**src/rtl/proc_ctrl_pkg.sv**
```systemverilog
// Shared definitions for the processor step controller: FSM state encoding,
// default board-rate parameters and the step counter width.
package proc_ctrl_pkg;

  typedef enum logic [1:0] {
    RST_SEQ = 2'd0,
    IDLE    = 2'd1,
    RUN     = 2'd2,
    DONE    = 2'd3
  } ctrl_state_e;

  localparam int unsigned DB_LIMIT_DEF = 500000;
  localparam int unsigned DB_W_DEF     = 20;
  localparam int unsigned RUN_DIV_DEF  = 5000000;
  localparam int unsigned RUN_W_DEF    = 23;
  localparam int unsigned RST_HOLD_DEF = 4;
  localparam int unsigned STEP_W       = 16;

  function automatic logic [STEP_W-1:0] sat_inc(input logic [STEP_W-1:0] v);
    return (v == '1) ? v : v + STEP_W'(1);
  endfunction

endpackage

```
**src/rtl/button_debouncer.sv**
```systemverilog
// Two-flop synchronizer followed by a stable-count debouncer; exposes the
// debounced level and a one-cycle rising-edge event.
module button_debouncer
  import proc_ctrl_pkg::*;
#(
  parameter int unsigned DB_LIMIT = DB_LIMIT_DEF,
  parameter int unsigned DB_W     = DB_W_DEF
) (
  input  logic i_clk,
  input  logic i_rst_n,
  input  logic i_raw,
  output logic o_level,
  output logic o_rise
);

  logic            r_sync1;
  logic            r_sync2;
  logic            r_level;
  logic            r_level_d;
  logic [DB_W-1:0] r_cnt;

  always_ff @(posedge i_clk or negedge i_rst_n) begin
    if (!i_rst_n) begin
      r_sync1   <= 1'b0;
      r_sync2   <= 1'b0;
      r_level   <= 1'b0;
      r_level_d <= 1'b0;
      r_cnt     <= '0;
    end else begin
      r_sync1   <= i_raw;
      r_sync2   <= r_sync1;
      r_level_d <= r_level;
      // Any cycle where the input agrees with the accepted level restarts the count.
      if (r_sync2 != r_level) begin
        if (r_cnt == DB_W'(DB_LIMIT - 1)) begin
          r_level <= r_sync2;
          r_cnt   <= '0;
        end else begin
          r_cnt <= r_cnt + DB_W'(1);
        end
      end else begin
        r_cnt <= '0;
      end
    end
  end

  assign o_level = r_level;
  assign o_rise  = r_level & ~r_level_d;

endmodule

```
**src/rtl/proc_step_controller.sv**
```systemverilog
// Board front end: debounces buttons/switches and issues processor clock
// enables (single-step or free-run) plus a held reset. Optional: STEP_COUNT_EN.
module proc_step_controller
  import proc_ctrl_pkg::*;
#(
  parameter int unsigned DB_LIMIT = DB_LIMIT_DEF,
  parameter int unsigned DB_W     = DB_W_DEF,
  parameter int unsigned RUN_DIV  = RUN_DIV_DEF,
  parameter int unsigned RUN_W    = RUN_W_DEF,
  parameter int unsigned RST_HOLD = RST_HOLD_DEF
) (
  input  logic              clock,
  input  logic              reset,
  input  logic              step_btn,
  input  logic              run_sw,
  input  logic              rst_btn,
  input  logic              show_sw,
  input  logic              instr_stop,
  output logic              proc_clk_en,
  output logic              proc_reset,
  output logic              data_show,
  output logic              running,
  output logic              halted,
  output logic [STEP_W-1:0] step_count
);

  localparam int unsigned HOLD_W = $clog2(RST_HOLD + 1);

  logic w_step_rise, w_step_lvl;
  logic w_rst_rise,  w_rst_lvl;
  logic w_run_rise,  w_run_lvl;
  logic w_show_rise, w_show_lvl;
  logic w_unused_ok;

  button_debouncer #(.DB_LIMIT(DB_LIMIT), .DB_W(DB_W)) u_db_step (
    .i_clk(clock), .i_rst_n(reset), .i_raw(step_btn), .o_level(w_step_lvl), .o_rise(w_step_rise)
  );
  button_debouncer #(.DB_LIMIT(DB_LIMIT), .DB_W(DB_W)) u_db_rst (
    .i_clk(clock), .i_rst_n(reset), .i_raw(rst_btn), .o_level(w_rst_lvl), .o_rise(w_rst_rise)
  );
  button_debouncer #(.DB_LIMIT(DB_LIMIT), .DB_W(DB_W)) u_db_run (
    .i_clk(clock), .i_rst_n(reset), .i_raw(run_sw), .o_level(w_run_lvl), .o_rise(w_run_rise)
  );
  button_debouncer #(.DB_LIMIT(DB_LIMIT), .DB_W(DB_W)) u_db_show (
    .i_clk(clock), .i_rst_n(reset), .i_raw(show_sw), .o_level(w_show_lvl), .o_rise(w_show_rise)
  );

  assign w_unused_ok = ^{w_step_lvl, w_rst_lvl, w_run_rise, w_show_rise};

  ctrl_state_e       r_state;
  logic [HOLD_W-1:0] r_hold;
  logic [RUN_W-1:0]  r_div;
  logic              r_clk_en;
  logic              r_proc_reset;
  logic              w_leave_rst;
  logic              w_fire;

  assign w_leave_rst = (r_state == RST_SEQ) && (r_hold == HOLD_W'(RST_HOLD)) && !w_rst_rise;

  // Pulse issue decision; rst edge and instr_stop both suppress it.
  always_comb begin
    w_fire = 1'b0;
    if (!w_rst_rise && !instr_stop) begin
      case (r_state)
        IDLE:    w_fire = w_step_rise;
        RUN:     w_fire = w_run_lvl && (r_div == RUN_W'(RUN_DIV - 1));
        default: w_fire = 1'b0;
      endcase
    end
  end

  always_ff @(posedge clock or negedge reset) begin
    if (!reset) begin
      r_state      <= RST_SEQ;
      r_hold       <= '0;
      r_div        <= '0;
      r_clk_en     <= 1'b0;
      r_proc_reset <= 1'b1;
    end else if (w_rst_rise) begin
      r_state      <= RST_SEQ;
      r_hold       <= '0;
      r_div        <= '0;
      r_clk_en     <= 1'b0;
      r_proc_reset <= 1'b1;
    end else begin
      r_clk_en <= w_fire;
      case (r_state)
        RST_SEQ: begin
          // Enable is forced so the processor samples its synchronous reset.
          if (w_leave_rst) begin
            r_state      <= IDLE;
            r_hold       <= '0;
            r_proc_reset <= 1'b0;
            r_clk_en     <= 1'b0;
          end else begin
            r_hold       <= r_hold + HOLD_W'(1);
            r_proc_reset <= 1'b1;
            r_clk_en     <= 1'b1;
          end
        end
        IDLE: begin
          if (instr_stop) begin
            r_state <= DONE;
          end else if (w_run_lvl) begin
            r_state <= RUN;
            r_div   <= '0;
          end
        end
        RUN: begin
          if (instr_stop) begin
            r_state <= DONE;
            r_div   <= '0;
          end else if (!w_run_lvl) begin
            r_state <= IDLE;
            r_div   <= '0;
          end else if (w_fire) begin
            r_div <= '0;
          end else begin
            r_div <= r_div + RUN_W'(1);
          end
        end
        DONE: begin
          r_state <= DONE;
        end
      endcase
    end
  end

`ifdef STEP_COUNT_EN
  logic [STEP_W-1:0] r_step_cnt;

  always_ff @(posedge clock or negedge reset) begin
    if (!reset) begin
      r_step_cnt <= '0;
    end else if (w_leave_rst) begin
      r_step_cnt <= '0;
    end else if (w_fire) begin
      r_step_cnt <= sat_inc(r_step_cnt);
    end
  end

  assign step_count = r_step_cnt;
`else
  assign step_count = '0;
`endif

  assign proc_clk_en = r_clk_en;
  assign proc_reset  = r_proc_reset;
  assign data_show   = w_show_lvl;
  assign running     = (r_state == RUN);
  assign halted      = (r_state == DONE);

endmodule
```
**config.mk**
```make
export PLATFORM = sky130hd
export DESIGN_NAME = proc_step_controller
export DESIGN_NICKNAME = d
export VERILOG_FILES = /design/src/rtl/proc_ctrl_pkg.sv /design/src/rtl/button_debouncer.sv /design/src/rtl/proc_step_controller.sv
export SDC_FILE = /design/constraint.sdc
export NUM_CORES = 1
export LEC_CHECK = 0
export BUFFER_PORTS_ARGS = -buffer_cell sky130_fd_sc_hd__buf_2
export CORE_UTILIZATION = 60
export DETAILED_ROUTE_END_ITERATION = 8
export PLACE_DENSITY = 0.81
export SLEW_MARGIN = 25
export SYNTH_ARGS = -nofsm -noshare
export SYNTH_HDL_FRONTEND = slang
export SYNTH_HIERARCHICAL = 1
export SYNTH_SLANG_ARGS = --single-unit
```
**constraint.sdc**
```tcl
create_clock -name clock -period 3.3 [get_ports clock]
set_clock_uncertainty 0.1 [all_clocks]
set_input_delay 0.495 -clock clock [delete_from_list [all_inputs] [get_ports clock]]
set_output_delay 0.495 -clock clock [all_outputs]
set_load 0.01 [all_outputs]
```
==> reports/results.ini, run 1 <==
[sta]
post_route_worst_setup_slack_ns = 0.915
finalSetupViolCount = 0
max_freq_mhz = 419
worst_slew_pin_slew_ns = 0.719
slew_viol_final = 0
finalHoldViolCount = 0
timing.hold.ws_ns = 0.248
relSlewSlack_pct = 52.1
finalSetupTns_ns = 0
min_period_over_period_pct = 72.3
fin_crit_ns = 2.39
grt_setup_unrepaired = false

[grt]
grt_max_degree = 58
global_route_wire_length_before_repair_mm = 21.6
gr-total-overflow = 0
first_global_vias = 4777
grt_antenna_before_repair = 0
grt.total_usage_pct = 24.6

[place]
detailedPlace.worstSlack_ns = 0.933
gp_congestion = 0.802
dp.cells = 787
io_buffers = 11
dp_hpwl_mm = 8.45

[routing]
detailed_route_via_count = 4798
route.final.wire_length_mm = 12.5
initialDrtViolationCount = 239
avg_wl_per_cell_um = 15.2
drt_pass1_iterations = 7
drcViolationCount = 0
drt.antenna.violating_nets = 0
vias_per_cell = 5.82

[finish]
non_filler_cells_final = 824
multiInputGateArea_mm2 = 0.00315
fin_nets = 694
antenna_cells_inserted = 0
drive_above_1_share_pct = 12.1
layout-area-overhead-vs-synth_pct = 12.1
layout.cells.most_common_list = dfrtp_1, nor2_1, xnor2_1
layout.filler_cells = 770
register_area_mm2 = 0.00310
layout.cells.most_common = dfrtp_1

[critical_path]
critical_path_peak_fanout = 17
cp_top_family = simple AND/OR/NAND/NOR gates
worstPathCellList = or4b_1 > or4_4 > o21a_4 > nor2_4 > nor2_1
timing_worst_setup_path_type = reg2reg
required_ns = 3.61
critPathArrivalTime_ns = 2.69
startpoint_type = register
timing.critical_path.slowest_cell_delay_ns = 0.52
timing.critical_path.buf_inv = 0
cp-end-kind = register
crit_path_top_delay_cell = or4b_1

[status]
run_status = finished, final reports clean

[floorplanning]
boundaryPins = 28
floorplan.core_area_mm2 = 0.0104
floorplan.initialDensity_pct = 62.5
die_w_um = 106
dieHeight_um = 106
total_die_area_mm2 = 0.0113
floorplan.rows = 37

[job]
count_of_max_cap_constraint_violations = 0

[synth]
synth_cells = 648
netlist_area_before_placement_mm2 = 0.00650
yosysWarnings = 6
post_synth.cell_area_avg_um2 = 10.0

[pwr]
power_frac_seq_pct = 40.4
power_leakage_nw = 3.03
ir_worst_vdd_mv = 0.443
combPwrFrac_pct = 12.2
cell_internal_pwr_mw = 2.97
pwr-share-clk_pct = 47.4
switching_power_share_of_the_total_pct = 26.5
total_power_mw = 4.04
power_density_normalized_to_cell_area_mw_per_mm2 = 554
power.net_switching_mw = 1.07

[clocking]
clk_pin_slew_worst_paths_ns = 0.06
ctsRootBufferMaster = clkbuf_8
cts_buffers = 17
tritoncts_sink_count = 124
htree_levels = 4
clock_tree.buffer_depth = 2
tritoncts_clock_tree = built
worst_skew_pair.late_latency_ns = 0.53
postCtsSetupBuffers = 0

[worst_hold_path]
min_path_type = reg2reg

-- worst register-to-register path, delay by kind of cell, from the launching register on --
kind             cells  cell delay (ns)
AO/OA/AOI/OAI        1             0.30
flip-flops           1             0.42
AND/OR/NAND/NOR      4             1.45
-- final timing paths --
check / start / slack, ns / depth (start not counted) / to
min in group asynchronous: reset / 0.47 / 2 / r_div[21]
setup reg to reg: r_div[15] / 0.91 / 5 / r_div[13]
max in group asynchronous: reset / 1.72 / 4 / u_db_rst/r_sync1
setup / recovery: r_div[15] / 0.91 / 5 / r_div[13]
hold reg to reg: u_db_show/r_sync1 / 0.25 / 0 / u_db_show/r_sync2
hold / removal: u_db_show/r_sync1 / 0.25 / 0 / u_db_show/r_sync2
-- power groups by stage --
stage / sequential [mW] / combinational [mW] / clock [mW]
floorplan: 1.66 / 0.341 / 0
global placement: 1.65 / 0.450 / 0
detailed placement: 1.66 / 0.482 / 0
CTS: 1.63 / 0.495 / 1.95
global route: 1.64 / 0.551 / 2.01
finish: 1.63 / 0.494 / 1.91
-- registers in the layout (all words and copies together), names as in the netlist, 2 cells and up --
register / cells
u_db_rst/r_cnt: 20
u_db_run/r_cnt: 20
u_db_step/r_cnt: 20
r_hold: 3
u_db_show/r_cnt: 20
r_state: 2
r_div: 23
-- timing repair --
action                                 in CTS  in global routing
gates resized for setup                     0                  0
endpoints found under the hold margin      58                  0
hold buffers                                5                  0
-- stage by stage --
step | instance area [µm²] | utilization, %
floorplan | 6560 | -
global placement | 6630 | 63.6
detailed placement | 6630 | 63.6
CTS | 7290 | 70.0
global route | 7290 | 70.0
finish | 7290 | 70.0
-- layer usage --
layer | up-vias | wire, µm | global-route usage [%]
li1 | 2295 | - | -
met1 | 2352 | 5470 | 30.6
met2 | 120 | 6190 | 39.1
met3 | 31 | 510 | 7.73
met4 | 0 | 331 | 11.9
met5 | - | 0 | 0
-- final cells by class --
type,instances,area share (%)
Timing Repair Buffer,23,2.20
Inverter,25,1.29
Clock buffer,20,6.24
Clock inverter,12,2.21
Sequential cell,124,42.6
Tap cell,136,2.33
Multi-Input combinational cell,484,43.2
Note: power is estimated with default switching activity, not from simulation.
==> inputs of run 2 (changes only) <==
==> constraint.sdc (replaced) <==
create_clock -name clock -period 2.45 [get_ports clock]
set_clock_uncertainty 0.1 [all_clocks]
set_input_delay 0.3675 -clock clock [delete_from_list [all_inputs] [get_ports clock]]
set_output_delay 0.3675 -clock clock [all_outputs]
set_load 0.01 [all_outputs]
==> reports/results.ini, run 2 (synthesized netlist as in run 1, its figures left out) <==
[clocking]
tritoncts_clock_tree = built
ctsRootBufferMaster = clkbuf_8
cts_buffers = 17  ; unchanged
worst_skew_pair.late_latency_ns = 0.53  ; about the same
tritoncts_sink_count = 124  ; unchanged
clock_tree.buffer_depth = 2  ; unchanged
htree_levels = 4  ; unchanged
clk_pin_slew_worst_paths_ns = 0.06  ; about the same

[routing]
drcViolationCount = 0  ; unchanged
drt.antenna.violating_nets = 0  ; unchanged
drt_pass1_iterations = 4  ; -3
metal_1_wl_mm = 5.53  ; +1.1%
avg_wl_per_cell_um = 15.2  ; about the same
highest_layer = met4
initialDrtViolationCount = 239  ; unchanged
detailed_route_via_count = 4774  ; -0.50%
vias_per_cell = 5.75  ; -1.2%
wl_met3_um = 381  ; -25%
route.final.wire_length_mm = 12.6  ; +0.71%
routed-wl-met2_mm = 6.43  ; +3.9%

[floorplanning]
dieHeight_um = 106  ; unchanged
die_w_um = 106  ; unchanged
total_die_area_mm2 = 0.0113  ; unchanged
floorplan.rows = 37  ; unchanged
floorplan.initialDensity_pct = 62.5  ; unchanged
floorplan.core_area_mm2 = 0.0104  ; unchanged
boundaryPins = 28  ; unchanged

[status]
run_status = finished, final reports clean

[finish]
drive_above_1_share_pct = 12.8  ; +0.76 points
non_filler_cells_final = 830  ; +0.73%
layout-area-overhead-vs-synth_pct = 12.8
registers.top_by_ff_count = r_div
register_area_mm2 = 0.00310  ; unchanged
multiInputGateArea_mm2 = 0.00315  ; unchanged
flip_flop_count_of_the_largest_register_all_copies_and_words_added = 23  ; unchanged
layout.filler_cells = 737  ; -4.3%
layout.cells.most_common_list = dfrtp_1, nor2_1, xnor2_1
antenna_cells_inserted = 0  ; unchanged
layout.cells.most_common = dfrtp_1
fin_nets = 700  ; +0.86%

[pwr]
power_leakage_nw = 3.05  ; +0.91%
combPwrFrac_pct = 12.8  ; +0.6 points
switching_power_share_of_the_total_pct = 27.7  ; +1.2 points
pwr-share-clk_pct = 46.1  ; -1.3 points
power_density_normalized_to_cell_area_mw_per_mm2 = 730  ; +32%
power_frac_seq_pct = 41.2  ; +0.8 points
total_power_mw = 5.36  ; +33%
ir_worst_vdd_mv = 0.585  ; +32%
power.net_switching_mw = 1.49  ; +39%
cell_internal_pwr_mw = 3.87  ; +30%

[sta]
max_freq_mhz = 440  ; +4.8%
slew_viol_final = 0  ; unchanged
fin_crit_ns = 2.28  ; -0.110 ns
finalSetupTns_ns = 0  ; unchanged
worst_slew_pin_slew_ns = 0.765  ; +0.0461 ns
finalSetupViolCount = 0  ; unchanged
grt_setup_unrepaired = false
min_period_over_period_pct = 92.9  ; +21 points
relSlewSlack_pct = 48.6  ; -3.5 points
finalHoldViolCount = 0  ; unchanged

[grt]
gr-total-overflow = 0  ; unchanged
grt_antenna_before_repair = 0  ; unchanged
global_route_wire_length_before_repair_mm = 22.2  ; +2.8%
grt.total_usage_pct = 25.4  ; +0.77 points
grt_max_degree = 47  ; -19%
first_global_vias = 4764  ; -0.27%

[worst_hold_path]
min_path_type = in2reg
holdPathStages = 4  ; +4
hold_end = proc_clk_en
worst_hold_startpoint = instr_stop

[critical_path]
regToRegSetupSlack_ns = 0.17  ; -0.74 ns
cp-end-kind = register
reg2reg_from = r_div[15]
timing_worst_setup_path_type = reg2reg
startpoint = r_div[15]
required_ns = 2.76  ; -0.85 ns
critical_path_peak_fanout = 17  ; unchanged
critPathArrivalTime_ns = 2.59  ; -0.10 ns
ff2ff_path_depth = 6  ; +1
r2r_end = r_div[15]
startpoint_type = register

[place]
gp_congestion = 0.854  ; +6.4%
dp_hpwl_mm = 8.51  ; +0.69%
io_buffers = 11  ; unchanged
dp.cells = 792  ; +0.64%

[job]
count_of_max_cap_constraint_violations = 0  ; unchanged

## run 2: repair_timing
action,4_1_cts,5_1_grt
endpoints found under the setup margin,0,14
setup buffers,0,1
gates resized for setup,0,0
hold buffers,5,0
endpoints found under the hold margin,35,0
## run 2: worst max path at each step
| stage | to |
|---|---|
| 6_report | r_div[15] |
| 5_1_grt | r_div[15] |
| 4_1_cts | r_div[9] |
| 3_5_place_dp | r_div[12] |
| 3_3_place_gp | r_div[5] |
| 2_1_floorplan | r_div[0] |
## run 2: power groups by stage
stage | logic, mW | clock network (mW) | registers, mW
global placement | 0.605 | 0 | 2.23
finish | 0.686 | 2.47 | 2.21
CTS | 0.661 | 2.53 | 2.20
global route | 0.784 | 2.63 | 2.21
detailed placement | 0.642 | 0 | 2.24
floorplan | 0.459 | 0 | 2.23
## run 2: layout make-up
type                            count  share of cell area [%]
Clock buffer                       17                    5.64
Clock inverter                     15                    2.42
Inverter                           25                    1.28
Multi-Input combinational cell    484                    42.9
Sequential cell                   124                    42.3
Tap cell                          136                    2.32
Timing Repair Buffer               29                    3.14
## run 2: layer usage
layer,up-vias,GRT usage [%]
met1,2351,30.9
met2,88,41.7
met4,0,11.4
met3,23,7.54
met5,-,0
li1,2312,-
## run 2: through the flow
step	hold slack [ns]	setup slack [ns]	util, %	area [µm²]
after detailed placement	0.239	0.0874	64.1	6680
after floorplan	-0.0281	0.214	-	6560
after global routing	0.176	0.0622	70.5	7340
final	0.181	0.175	70.5	7340
after CTS	0.142	0.0630	70.3	7320
after global placement	0.236	0.122	64.1	6680
## run 2: critical path, cell delays in order, from the launching register on
cell and delay (ns):
dfrtp_1 0.41, or4b_1 0.53, or4_4 0.50, o21a_4 0.30, nor2_4 0.12, buf_12 0.14, nor2_1 0.05
==> inputs of run 3 (changes only) <==
--- a/config.mk
+++ b/config.mk
@@ -6,6 +6,7 @@
 export NUM_CORES = 1
 export LEC_CHECK = 0
 export BUFFER_PORTS_ARGS = -buffer_cell sky130_fd_sc_hd__buf_2
+export CORE_ASPECT_RATIO = 1.1
 export CORE_UTILIZATION = 60
 export DETAILED_ROUTE_END_ITERATION = 8
 export PLACE_DENSITY = 0.81
==> reports/results.ini, run 3 (synthesized netlist as in run 1, its figures left out) <==
[status]
run_status = finished, final reports clean

[finish]
antenna_cells_inserted = 0  ; unchanged
multiInputGateArea_mm2 = 0.00315  ; unchanged
finish.instance_area_mm2 = 0.00732  ; -0.29%
layout.cells.most_common = dfrtp_1
layout-area-overhead-vs-synth_pct = 12.5
flip_flop_count_of_the_largest_register_all_copies_and_words_added = 23  ; unchanged
layout.cells.most_common_list = dfrtp_1, nor2_1, xnor2_1
register_area_mm2 = 0.00310  ; unchanged
drive_above_1_share_pct = 12.6  ; -0.25 points
registers.top_by_ff_count = r_div
fin_nets = 698  ; -0.29%
layout.filler_cells = 774  ; +5.0%

[critical_path]
crit_path_top_delay_cell = or4b_1
critPathArrivalTime_ns = 2.46  ; -0.13 ns
cp-end-kind = register
critical_path_peak_fanout = 17  ; unchanged
reg2reg_from = r_div[15]
startpoint = r_div[15]
required_ns = 2.65  ; -0.11 ns
timing_worst_setup_path_type = reg2reg
timing.critical_path.buf_inv = 1  ; unchanged
timing.critical_path.slowest_cell_delay_ns = 0.52  ; about the same
worstPathCellList = or4b_1 > or4_4 > o21a_4 > nor2_4 > buf_12 > nor2_1
cp_top_family = simple AND/OR/NAND/NOR gates
startpoint_type = register

[clocking]
htree_levels = 4  ; unchanged
clock_tree.buffer_depth = 2  ; unchanged
worst_skew_pair.late_latency_ns = 0.41  ; -0.12 ns
tritoncts_sink_count = 124  ; unchanged
clk_pin_slew_worst_paths_ns = 0.06  ; about the same
tritoncts_clock_tree = built
ctsRootBufferMaster = clkbuf_16
cts_buffers = 17  ; unchanged

[sta]
finalHoldViolCount = 0  ; unchanged
slew_viol_final = 0  ; unchanged
min_period_over_period_pct = 92.4  ; -0.50 points
max_freq_mhz = 442  ; +0.54%
grt_setup_unrepaired = false
relSlewSlack_pct = 54.2  ; +5.7 points
finalSetupTns_ns = 0  ; unchanged
finalSetupViolCount = 0  ; unchanged
fin_crit_ns = 2.26  ; -0.0123 ns
worst_slew_pin_slew_ns = 0.680  ; -0.0844 ns

[pwr]
ir_worst_vdd_mv = 0.496  ; -15%
power_density_normalized_to_cell_area_mw_per_mm2 = 722  ; -1.2%
power_leakage_nw = 3.03  ; -0.63%

[floorplanning]
die_w_um = 101  ; -4.6%
floorplan.initialDensity_pct = 62.3  ; -0.16 points
total_die_area_mm2 = 0.0113  ; about the same
boundaryPins = 28  ; unchanged
dieHeight_um = 111  ; +4.8%
floorplan.core_area_mm2 = 0.0104  ; +0.25%
floorplan.rows = 39  ; +5.4%

[grt]
global_route_wire_length_before_repair_mm = 21.0  ; -5.4%
gr-total-overflow = 0  ; unchanged
grt_antenna_before_repair = 0  ; unchanged
grt.total_usage_pct = 23.9  ; -1.5 points
first_global_vias = 4572  ; -4.0%
grt_max_degree = 66  ; +40%

[routing]
detailed_route_via_count = 4717  ; -1.2%
drt.antenna.violating_nets = 0  ; unchanged
route.final.wire_length_mm = 12.4  ; -1.6%
avg_wl_per_cell_um = 14.8  ; -2.2%
initialDrtViolationCount = 255  ; +6.7%
drcViolationCount = 0  ; unchanged
drt_pass1_iterations = 5  ; +1
vias_per_cell = 5.65  ; -1.8%

[place]
place_area_mm2 = 0.00667  ; about the same
gp_congestion = 0.864  ; +1.2%
io_buffers = 11  ; unchanged
dp_hpwl_mm = 8.31  ; -2.3%

[worst_hold_path]
worst_hold_startpoint = u_db_step/r_sync1
min_path_type = reg2reg

[job]
count_of_max_cap_constraint_violations = 0  ; unchanged

run 3: final cells by class:
type                       instances  area share (%)
clock buffer                      17            5.81
clock inverter                    15            2.07
inverter                          25            1.28
multi-input combinational        484            43.0
sequential                       124            42.4
tap                              143            2.44
timing repair buffer              27            2.94
run 3: what timing repair did:
item                       4_1_cts  5_1_grt
hold endpoints to repair        34        0
setup buffers                    0        1
gates resized for setup          0        0
hold buffers                     5        0
setup endpoints to repair        0       14
run 3: routing by layer:
layer | share of wire [%] | wire length [µm] | GRT usage (%)
met5 | 0 | 0 | 0
met2 | 51 | 6300 | 38.5
met4 | 2.1 | 263 | 12.4
met3 | 3.5 | 431 | 5.36
met1 | 44 | 5390 | 30.0
run 3: path summary, 6_finish.rpt:
| kind | end | slack (ns) | cells after the start |
|---|---|---|---|
| worst max-delay path | r_div[15] | 0.19 | 6 |
| worst min-delay path | u_db_step/r_sync2 | 0.25 | 0 |
| worst max register to register | r_div[15] | 0.19 | 6 |
| worst min register to register | u_db_step/r_sync2 | 0.25 | 0 |
| max in group asynchronous | proc_reset | 1.15 | 3 |
| min in group asynchronous | r_div[19] | 0.34 | 2 |
run 3: per-stage QoR:
stage / total power, mW / hold WS [ns] / instances / utilization [%] / setup slack [ns]
after detailed placement: 2.87 / 0.232 / 797 / 63.9 / 0.103
after global routing: 5.50 / 0.255 / 835 / 70.1 / 0.0420
after floorplan: 2.69 / -0.0281 / 663 / - / 0.214
after global placement: 2.84 / 0.225 / 797 / 63.9 / 0.118
after CTS: 5.30 / 0.250 / 834 / 69.9 / 0.0696
final: 5.28 / 0.248 / 835 / 70.1 / 0.187
run 3: where the power goes:
group / internal, mW / total (mW) / switching [mW]
Sequential: 2.14 / 2.20 / 0.0606
Combinational: 0.248 / 0.680 / 0.432
Clock: 1.49 / 2.40 / 0.912
Total: 3.88 / 5.28 / 1.40
